**config.mk**
```make
export PLATFORM = sky130hd
export DESIGN_NAME = chip_layer_sequencer_flat
export DESIGN_NICKNAME = d
export VERILOG_FILES = /design/src/rtl/chip_layer_sequencer_pkg.sv /design/src/rtl/chip_layer_sequencer_if.sv /design/src/rtl/chip_layer_sequencer_recorder.sv /design/src/rtl/chip_layer_sequencer.sv /design/src/flat_wrapper.sv
export SDC_FILE = /design/constraint.sdc
export NUM_CORES = 2
export LEC_CHECK = 0
export CORE_UTILIZATION = 30
export CTS_BUF_LIST = sky130_fd_sc_hd__clkbuf_4
export DETAILED_ROUTE_END_ITERATION = 6
export SYNTH_ARGS = -nofsm -noshare
export SYNTH_HDL_FRONTEND = slang
export SYNTH_SLANG_ARGS = --single-unit
```
**constraint.sdc**
```tcl
create_clock -name chip_clk -period 4.5 [get_ports chip_clk]
set_clock_uncertainty 0.1 [all_clocks]
set_input_delay 1.35 -clock chip_clk [delete_from_list [all_inputs] [get_ports chip_clk]]
set_output_delay 1.35 -clock chip_clk [all_outputs]
set_load 0.01 [all_outputs]
```
**src/rtl/chip_layer_sequencer_pkg.sv**
```systemverilog
// chip_layer_sequencer_pkg: sequencer state enum, parameter defaults and saturating increment helper
package chip_layer_sequencer_pkg;
  localparam int DEF_LAYER_W = 6;
  localparam int DEF_CNT_W = 31;
  localparam int DEF_MAX_LAYERS = 64;
  localparam int DEF_START_PULSE = 1;
  localparam int DEF_PREP_GAP = 2;
  localparam int DEF_TIMEOUT_W = 24;
  localparam int DEF_TIMEOUT_EN = 1;
  typedef enum logic [2:0] {S_IDLE, S_START, S_RUN, S_GAP, S_ST_START, S_ST_RUN, S_DONE} seq_state_t;
  function automatic logic [31:0] sat_inc(input logic [31:0] v, input logic [31:0] top);
    return v == top ? v : v + 32'd1;
  endfunction
endpackage

```
**src/rtl/chip_layer_sequencer_if.sv**
```systemverilog
// chip_layer_sequencer_if: okFP control/status plus chip handshake bundle; master = host/chip side, slave = sequencer
interface chip_layer_sequencer_if
  import chip_layer_sequencer_pkg::*;
#(
  parameter int LAYER_W = DEF_LAYER_W,
  parameter int CNT_W = DEF_CNT_W
);
  logic start_network;
  logic abort;
  logic [LAYER_W-1:0] n_layers;
  logic loopback_en;
  logic start_layer;
  logic done_layer;
  logic start_store;
  logic done_store;
  logic busy;
  logic done_network;
  logic timeout_err;
  logic [LAYER_W-1:0] cur_layer;
  logic [CNT_W-1:0] clk_cnt;
  logic [LAYER_W-1:0] rec_idx;
  logic [CNT_W-1:0] rec_data;
  modport master (
    output start_network, abort, n_layers, loopback_en, done_layer, done_store, rec_idx,
    input start_layer, start_store, busy, done_network, timeout_err, cur_layer, clk_cnt, rec_data
  );
  modport slave (
    input start_network, abort, n_layers, loopback_en, done_layer, done_store, rec_idx,
    output start_layer, start_store, busy, done_network, timeout_err, cur_layer, clk_cnt, rec_data
  );
endinterface

```
**src/rtl/chip_layer_sequencer_recorder.sv**
```systemverilog
// chip_layer_sequencer_recorder: per-layer cycle regfile; ports chip_clk, rst, write (we/idx/data), registered read (rec_idx -> rec_data, 0 beyond MAX_LAYERS)
module chip_layer_sequencer_recorder #(
  parameter int LAYER_W = 6,
  parameter int CNT_W = 31,
  parameter int MAX_LAYERS = 64
) (
  input  logic               chip_clk,
  input  logic               rst,
  input  logic               we,
  input  logic [LAYER_W-1:0] idx,
  input  logic [CNT_W-1:0]   data,
  input  logic [LAYER_W-1:0] rec_idx,
  output logic [CNT_W-1:0]   rec_data
);
  localparam int IW = MAX_LAYERS > 1 ? $clog2(MAX_LAYERS) : 1;
  logic [CNT_W-1:0] mem [2**IW];
  always_ff @(posedge chip_clk) if (we && 32'(idx) < MAX_LAYERS) mem[idx[IW-1:0]] <= data;
  always_ff @(posedge chip_clk) rec_data <= rst || 32'(rec_idx) >= MAX_LAYERS ? '0 : mem[rec_idx[IW-1:0]];
endmodule

```
**src/rtl/chip_layer_sequencer.sv**
```systemverilog
// chip_layer_sequencer: launches N chip layers back to back with pulse/gap timing, cycle records, watchdog, abort; ports chip_clk, rst, bus (slave)
module chip_layer_sequencer
  import chip_layer_sequencer_pkg::*;
#(
  parameter int LAYER_W = DEF_LAYER_W,
  parameter int CNT_W = DEF_CNT_W,
  parameter int MAX_LAYERS = DEF_MAX_LAYERS,
  parameter int START_PULSE = DEF_START_PULSE,
  parameter int PREP_GAP = DEF_PREP_GAP,
  parameter int TIMEOUT_W = DEF_TIMEOUT_W,
  parameter int TIMEOUT_EN = DEF_TIMEOUT_EN
) (
  input logic chip_clk,
  input logic rst,
  chip_layer_sequencer_if.slave bus
);
  localparam int TMR_MAX = START_PULSE > PREP_GAP ? START_PULSE : PREP_GAP;
  localparam int TMR_W = $clog2(TMR_MAX + 1);
  localparam logic [TMR_W-1:0] SP_LAST = TMR_W'(START_PULSE - 1);
  localparam logic [TMR_W-1:0] GAP_LAST = TMR_W'(PREP_GAP - 1);
  // wd starts at 0 in the first watched cycle, so this value marks the (2**TIMEOUT_W-1)th cycle
  localparam logic [TIMEOUT_W-1:0] WD_LAST = TIMEOUT_W'((64'd1 << TIMEOUT_W) - 64'd2);
  localparam logic [31:0] CNT_MAX = 32'((64'd1 << CNT_W) - 64'd1);
  seq_state_t state, state_nxt;
  logic [LAYER_W-1:0] n_lat, cur_layer;
  logic lb_lat, timeout_err, idle, launch, last, rec_we, wd_exp, to_hit;
  logic [TMR_W-1:0] tmr;
  logic [TIMEOUT_W-1:0] wd;
  logic [CNT_W-1:0] clk_cnt, layer_cyc, cyc_inc;
  always_comb begin
    idle = state == S_IDLE || state == S_DONE;
    launch = idle && bus.start_network && !bus.abort;
    last = cur_layer == n_lat - LAYER_W'(1);
    rec_we = state == S_RUN && bus.done_layer && !bus.abort;
    wd_exp = TIMEOUT_EN != 0 && (state == S_RUN || state == S_ST_RUN) && wd == WD_LAST;
    to_hit = wd_exp && !bus.abort && !(state == S_RUN ? bus.done_layer : bus.done_store);
    cyc_inc = CNT_W'(sat_inc(32'(layer_cyc), CNT_MAX));
    state_nxt = state;
    case (state)
      S_IDLE, S_DONE: state_nxt = launch ? S_START : state;
      S_START:        state_nxt = tmr == SP_LAST ? S_RUN : S_START;
      S_RUN:          state_nxt = bus.done_layer ? (last ? (lb_lat ? S_ST_START : S_DONE) : (PREP_GAP == 0 ? S_START : S_GAP))
                                                 : (wd_exp ? S_DONE : S_RUN);
      S_GAP:          state_nxt = tmr == GAP_LAST ? S_START : S_GAP;
      S_ST_START:     state_nxt = tmr == SP_LAST ? S_ST_RUN : S_ST_START;
      S_ST_RUN:       state_nxt = bus.done_store || wd_exp ? S_DONE : S_ST_RUN;
      default:        state_nxt = S_IDLE;
    endcase
    if (bus.abort) state_nxt = S_IDLE;
  end
  always_ff @(posedge chip_clk) begin
    if (rst) begin
      state <= S_IDLE;
      n_lat <= '0;
      lb_lat <= 1'b0;
      cur_layer <= '0;
      clk_cnt <= '0;
      timeout_err <= 1'b0;
      tmr <= '0;
      wd <= '0;
      layer_cyc <= '0;
    end else begin
      state <= state_nxt;
      tmr <= state_nxt == state ? tmr + 1'b1 : '0;
      wd <= state_nxt == state && (state == S_RUN || state == S_ST_RUN) ? wd + 1'b1 : '0;
      // layer_cyc holds (cycles so far - 1); the record takes cyc_inc to include the done cycle
      layer_cyc <= state_nxt == S_START && state != S_START ? '0 : cyc_inc;
      if (launch) begin
        n_lat <= bus.n_layers == '0 ? LAYER_W'(1) : bus.n_layers;
        lb_lat <= bus.loopback_en;
        cur_layer <= '0;
        clk_cnt <= '0;
        timeout_err <= 1'b0;
      end else begin
        if (!idle) clk_cnt <= CNT_W'(sat_inc(32'(clk_cnt), CNT_MAX));
        if (rec_we && !last) cur_layer <= cur_layer + 1'b1;
        if (to_hit) timeout_err <= 1'b1;
      end
    end
  end
  assign bus.start_layer = state == S_START;
  assign bus.start_store = state == S_ST_START;
  assign bus.busy = !idle;
  assign bus.done_network = state == S_DONE;
  assign bus.timeout_err = timeout_err;
  assign bus.cur_layer = cur_layer;
  assign bus.clk_cnt = clk_cnt;
  chip_layer_sequencer_recorder #(
    .LAYER_W(LAYER_W),
    .CNT_W(CNT_W),
    .MAX_LAYERS(MAX_LAYERS)
  ) u_rec (
    .chip_clk(chip_clk),
    .rst(rst),
    .we(rec_we),
    .idx(cur_layer),
    .data(cyc_inc),
    .rec_idx(bus.rec_idx),
    .rec_data(bus.rec_data)
  );
endmodule

```
**src/flat_wrapper.sv**
```systemverilog
// flat-port wrapper written by rule: the top's interface ports become plain ports
module chip_layer_sequencer_flat import chip_layer_sequencer_pkg::*;
#(
  parameter int LAYER_W = DEF_LAYER_W,
  parameter int CNT_W = DEF_CNT_W,
  parameter int MAX_LAYERS = DEF_MAX_LAYERS,
  parameter int START_PULSE = DEF_START_PULSE,
  parameter int PREP_GAP = DEF_PREP_GAP,
  parameter int TIMEOUT_W = DEF_TIMEOUT_W,
  parameter int TIMEOUT_EN = DEF_TIMEOUT_EN
)
  (chip_clk, rst, bus_start_network, bus_abort, bus_n_layers, bus_loopback_en, bus_done_layer, bus_done_store, bus_rec_idx, bus_start_layer, bus_start_store, bus_busy, bus_done_network, bus_timeout_err, bus_cur_layer, bus_clk_cnt, bus_rec_data);
  chip_layer_sequencer_if #(.LAYER_W(LAYER_W), .CNT_W(CNT_W)) bus_i ();
  input logic chip_clk;
  input logic rst;
  input wire logic [$bits(bus_i.start_network)-1:0] bus_start_network;
  input wire logic [$bits(bus_i.abort)-1:0] bus_abort;
  input wire logic [$bits(bus_i.n_layers)-1:0] bus_n_layers;
  input wire logic [$bits(bus_i.loopback_en)-1:0] bus_loopback_en;
  input wire logic [$bits(bus_i.done_layer)-1:0] bus_done_layer;
  input wire logic [$bits(bus_i.done_store)-1:0] bus_done_store;
  input wire logic [$bits(bus_i.rec_idx)-1:0] bus_rec_idx;
  output wire logic [$bits(bus_i.start_layer)-1:0] bus_start_layer;
  output wire logic [$bits(bus_i.start_store)-1:0] bus_start_store;
  output wire logic [$bits(bus_i.busy)-1:0] bus_busy;
  output wire logic [$bits(bus_i.done_network)-1:0] bus_done_network;
  output wire logic [$bits(bus_i.timeout_err)-1:0] bus_timeout_err;
  output wire logic [$bits(bus_i.cur_layer)-1:0] bus_cur_layer;
  output wire logic [$bits(bus_i.clk_cnt)-1:0] bus_clk_cnt;
  output wire logic [$bits(bus_i.rec_data)-1:0] bus_rec_data;
  assign bus_i.start_network = bus_start_network;
  assign bus_i.abort = bus_abort;
  assign bus_i.n_layers = bus_n_layers;
  assign bus_i.loopback_en = bus_loopback_en;
  assign bus_i.done_layer = bus_done_layer;
  assign bus_i.done_store = bus_done_store;
  assign bus_i.rec_idx = bus_rec_idx;
  assign bus_start_layer = bus_i.start_layer;
  assign bus_start_store = bus_i.start_store;
  assign bus_busy = bus_i.busy;
  assign bus_done_network = bus_i.done_network;
  assign bus_timeout_err = bus_i.timeout_err;
  assign bus_cur_layer = bus_i.cur_layer;
  assign bus_clk_cnt = bus_i.clk_cnt;
  assign bus_rec_data = bus_i.rec_data;
  chip_layer_sequencer #(.LAYER_W(LAYER_W), .CNT_W(CNT_W), .MAX_LAYERS(MAX_LAYERS), .START_PULSE(START_PULSE), .PREP_GAP(PREP_GAP), .TIMEOUT_W(TIMEOUT_W), .TIMEOUT_EN(TIMEOUT_EN)) u_core (.chip_clk(chip_clk), .rst(rst), .bus(bus_i));
endmodule
```
==> metrics.md <==
| Metric | Value |
|---|---|
| IO Pins | `92` |
| Crit path largest cell delay | `0.82 ns` |
| Synth top area share | `73.89%` |
| Detailed Route WL | `between 200000 and 250000 um` |
| Vias in the first global route | `roughly 44000` |
| WHS | `about 0.36 ns` |
| Port buffer count | `91` |
| Max Buffers Root-to-Sink | `4` |
| Fmax | `around 240 MHz` |
| Number of CTS-inserted buffers | `roughly 540` |
| Failing checks | `capacitance limit, slew limit` |
| Remaining DRCs | `0` |
| Dpl cell area | `roughly 0.089 sq mm` |
| Initial Utilization | `30.28%` |
| Synth Net Count | `between 3000 and 4000` |
| Actual slew at the worst max-slew pin | `between 1.5 and 2 ns` |
| Die width | `approximately 520 um` |
| Design area | `0.09544 sq mm` |
| CP Capture Type | `output port` |
| Slew Viols, Final | `19` |
| Cells after Synth | `3872` |
| Die height | `between 500 and 600 um` |
| H-tree depth | `6` |
| Most common cell after layout, fill and taps aside | `edfxtp_1` |
| Iter 0 DRT Violations | `between 4000 and 5000` |
| FILL cells | `~25000` |
| Post-synthesis sequential area ratio | `between 70% and 80%` |
| Post-DP HPWL | `between 100000 and 150000 um` |
| Critical path buffers and inverters | `1` |
| Largest fanout on the critical path | `12` |
| Most frequent cells in the layout | `edfxtp_1, clkbuf_4, mux4_2, a22oi_1, buf_4` |
| Num Clock Sinks | `roughly 2100` |
| FF/Latch Area | `between 0.06 and 0.07 sq mm` |
| Initial antenna violation count | `22` |
| Syn-to-layout area delta | `18.36%` |
| Startpoint Class | `flip-flop` |
| Power Density | `around 400 mW/mm^2` |
| DR vias | `between 40000 and 50000` |
| Reg-to-reg slack, setup | `0.99 ns` |
| Crit-path cells | `clkdlybuf4s50_1` |
| Run status | `complete, but fails checks` |
| Remaining Overflow, GRT | `0` |
| Synth Cell Area | `~0.081 sq mm` |
| Crit Path Category | `flip-flop to output port` |
| Part of the cycle the worst path needs | `94.48%` |
| Max-slew headroom | `-0.1713%` |
| Die ar. | `0.2708 sq mm` |
| Clock latency on the worst-skew pair | `between 1 and 1.5 ns` |
| Router iterations before antenna repair | `5` |
| Unrepaired setup endpoints after global routing | `false` |
| GPL Wtd Cong | `roughly 0.8` |
| Average size of a mapped cell | `~21 sq um` |
| Worst hold path type | `flip-flop to flip-flop` |
| Critical path's slowest cell | `dfxtp_1` |
| Worst IR Drop VDD | `approximately 0.00028 V` |
| Main flop type after synthesis | `edfxtp_1` |
| Area leader, netlist | `edfxtp_1` |
| Global-route wire length before repair | `about 310000 um` |
| Setup violators final | `0` |
| Req. time, crit path | `around 3 ns` |
| Largest net degree at the start of global routing | `90` |
| Worst endpoint data arrival time | `~2.8 ns` |
| CTS tree | `built` |
| Number of synthesized register bits | `2120` |
| Core footprint | `roughly 0.27 sq mm` |
| All-Layer GR Usage | `between 15 and 20%` |
| Detail Route Antenna Nets | `0` |
| Final worst path period need | `between 4 and 5 ns` |
| Distinct cells, synth | `52` |
| Via/cell ratio | `~5` |
| Max_cap viols | `1` |
| Warnings from Yosys | `0` |
| Top post-synthesis cells by area | `edfxtp_1, mux4_2, dfxtp_1, a22oi_1, a21oi_1` |
| Post-synthesis async set-or-reset flop share | `0%` |
| Reg clk slew, reported paths | `0.06 ns` |
| Nets@finish | `about 4600` |
| EDFF count, synth | `between 1500 and 2000` |
| Root Driver | `clkbuf_4` |
| Leak | `around 33 nW` |
| # rows | `approximately 190` |
| Share of layout cells above drive strength 1 | `about a third` |
| Crit path max-delay family | `flip-flops` |
| Multi-input gate area | `approximately 0.018 sq mm` |
| Wirelength per Cell | `about 26 um` |
| Hold Fails Final Rpt | `0` |
## worst paths after layout
| path | from | endpoint | depth (start not counted) |
|---|---|---|---|
| max | u_core.bus.cur_layer[3] | bus_cur_layer[3] | 1 |
| min | u_core.tmr[0] | u_core.tmr[0] | 1 |
| max reg2reg | u_core.layer_cyc[26] | u_core.u_rec.mem[34][15] | 7 |
| min reg2reg | u_core.tmr[0] | u_core.tmr[0] | 1 |
## metal layers
| layer | vias to the layer above | share of wire, % | track usage (%) | wire [um] |
|---|---|---|---|---|
| met4 | 4 | 3.3 | 6.166 | 7331 |
| met2 | 2140 | 48 | 25.57 | 105700 |
| met1 | 22470 | 39 | 20.79 | 87210 |
| met5 | - | 0.012 | 0 | 27 |
| li1 | 17790 | - | - | - |
| met3 | 390 | 9.6 | 4.800 | 21330 |
## stage by stage
stage | setup TNS, ns | power (mW) | worst slack, ns | instances | utilization, %
6_report | 0 | 38.41 | 0.2482 | 8432 | 35.84
2_1_floorplan | 0 | 22.42 | 0.4229 | 3872 | -
3_3_place_gp | -0.1551 | 22.94 | -0.1059 | 7543 | 33.40
4_1_cts | 0 | 38.82 | 0.06839 | 8417 | 35.83
3_5_place_dp | -0.1030 | 22.95 | -0.07351 | 7543 | 33.40
5_1_grt | 0 | 39.85 | 0.04967 | 8428 | 35.84
## flip-flops by register name, summed over array words and instances (netlist names)
name / flops
u_core.bus.timeout_err: 1
u_core.tmr: 2
u_core.state: 3
u_core.lb_lat: 1
u_core.n_lat: 6
u_core.u_rec.rec_data: 31
u_core.bus.cur_layer: 6
u_core.layer_cyc: 31
u_core.bus.clk_cnt: 31
u_core.wd: 24
u_core.u_rec.mem: 1984
## power by group
| group | leakage, nW | internal, mW | total, mW | switching (mW) |
|---|---|---|---|---|
| Combinational | 6.99 | 0.432 | 1.15 | 0.721 |
| Clock | 3.89 | 8.42 | 15.9 | 7.49 |
| Sequential | 21.8 | 21.3 | 21.4 | 0.0421 |
## timing repair
action	4_1_cts	5_1_grt
pin swaps	0	0
setup endpoints to repair	2	1
buffers inserted	0	0
hold buffers	0	0
resized for setup	5	1
## logic make-up after synthesis
group           Yosys count  share of synthesized area (%)
fa+ha+maj                 8                         0.1241
mux                     508                          14.01
compound gates          451                          3.720
buf+inv                 227                          1.161
xor+xnor                 88                         0.9559
simple gates            470                          2.767
flops                  2120                          77.27
## synth_stat cells (3+ instances only)
cell type	instances
nor3_1	12
xor2_1	39
o22ai_1	32
a211oi_1	3
nor2b_1	31
a31oi_1	3
inv_1	17
nand2b_1	3
dfxtp_1	136
or2_2	6
and2b_1	6
buf_2	55
and2_1	7
a21oi_1	137
a22oi_1	248
nor3b_1	6
nand3_1	34
nor4_1	5
nand2_1	117
mux2_2	3
and4_1	10
nand4_1	25
edfxtp_1	1984
o211ai_1	4
xnor2_1	49
nor2_1	171
buf_1	20
mux4_2	496
clkbuf_1	133
ha_1	8
mux2i_1	9
or3_1	7
nand3b_1	4
o21a_1	3
o21ai_0	11
and3_1	18
## final cells by class
cell class                      instances  share of cell area [%]
Antenna cell                           15                 0.03933
Timing Repair Buffer                  348                   4.168
Clock inverter                         99                  0.6699
Tap cell                             3533                   4.632
Sequential cell                      2120                   65.29
Inverter                               17                 0.06686
Multi-Input combinational cell       1525                   19.04
Clock buffer                          775                   6.096
No activity file was read; power rests on OpenSTA's default activity.
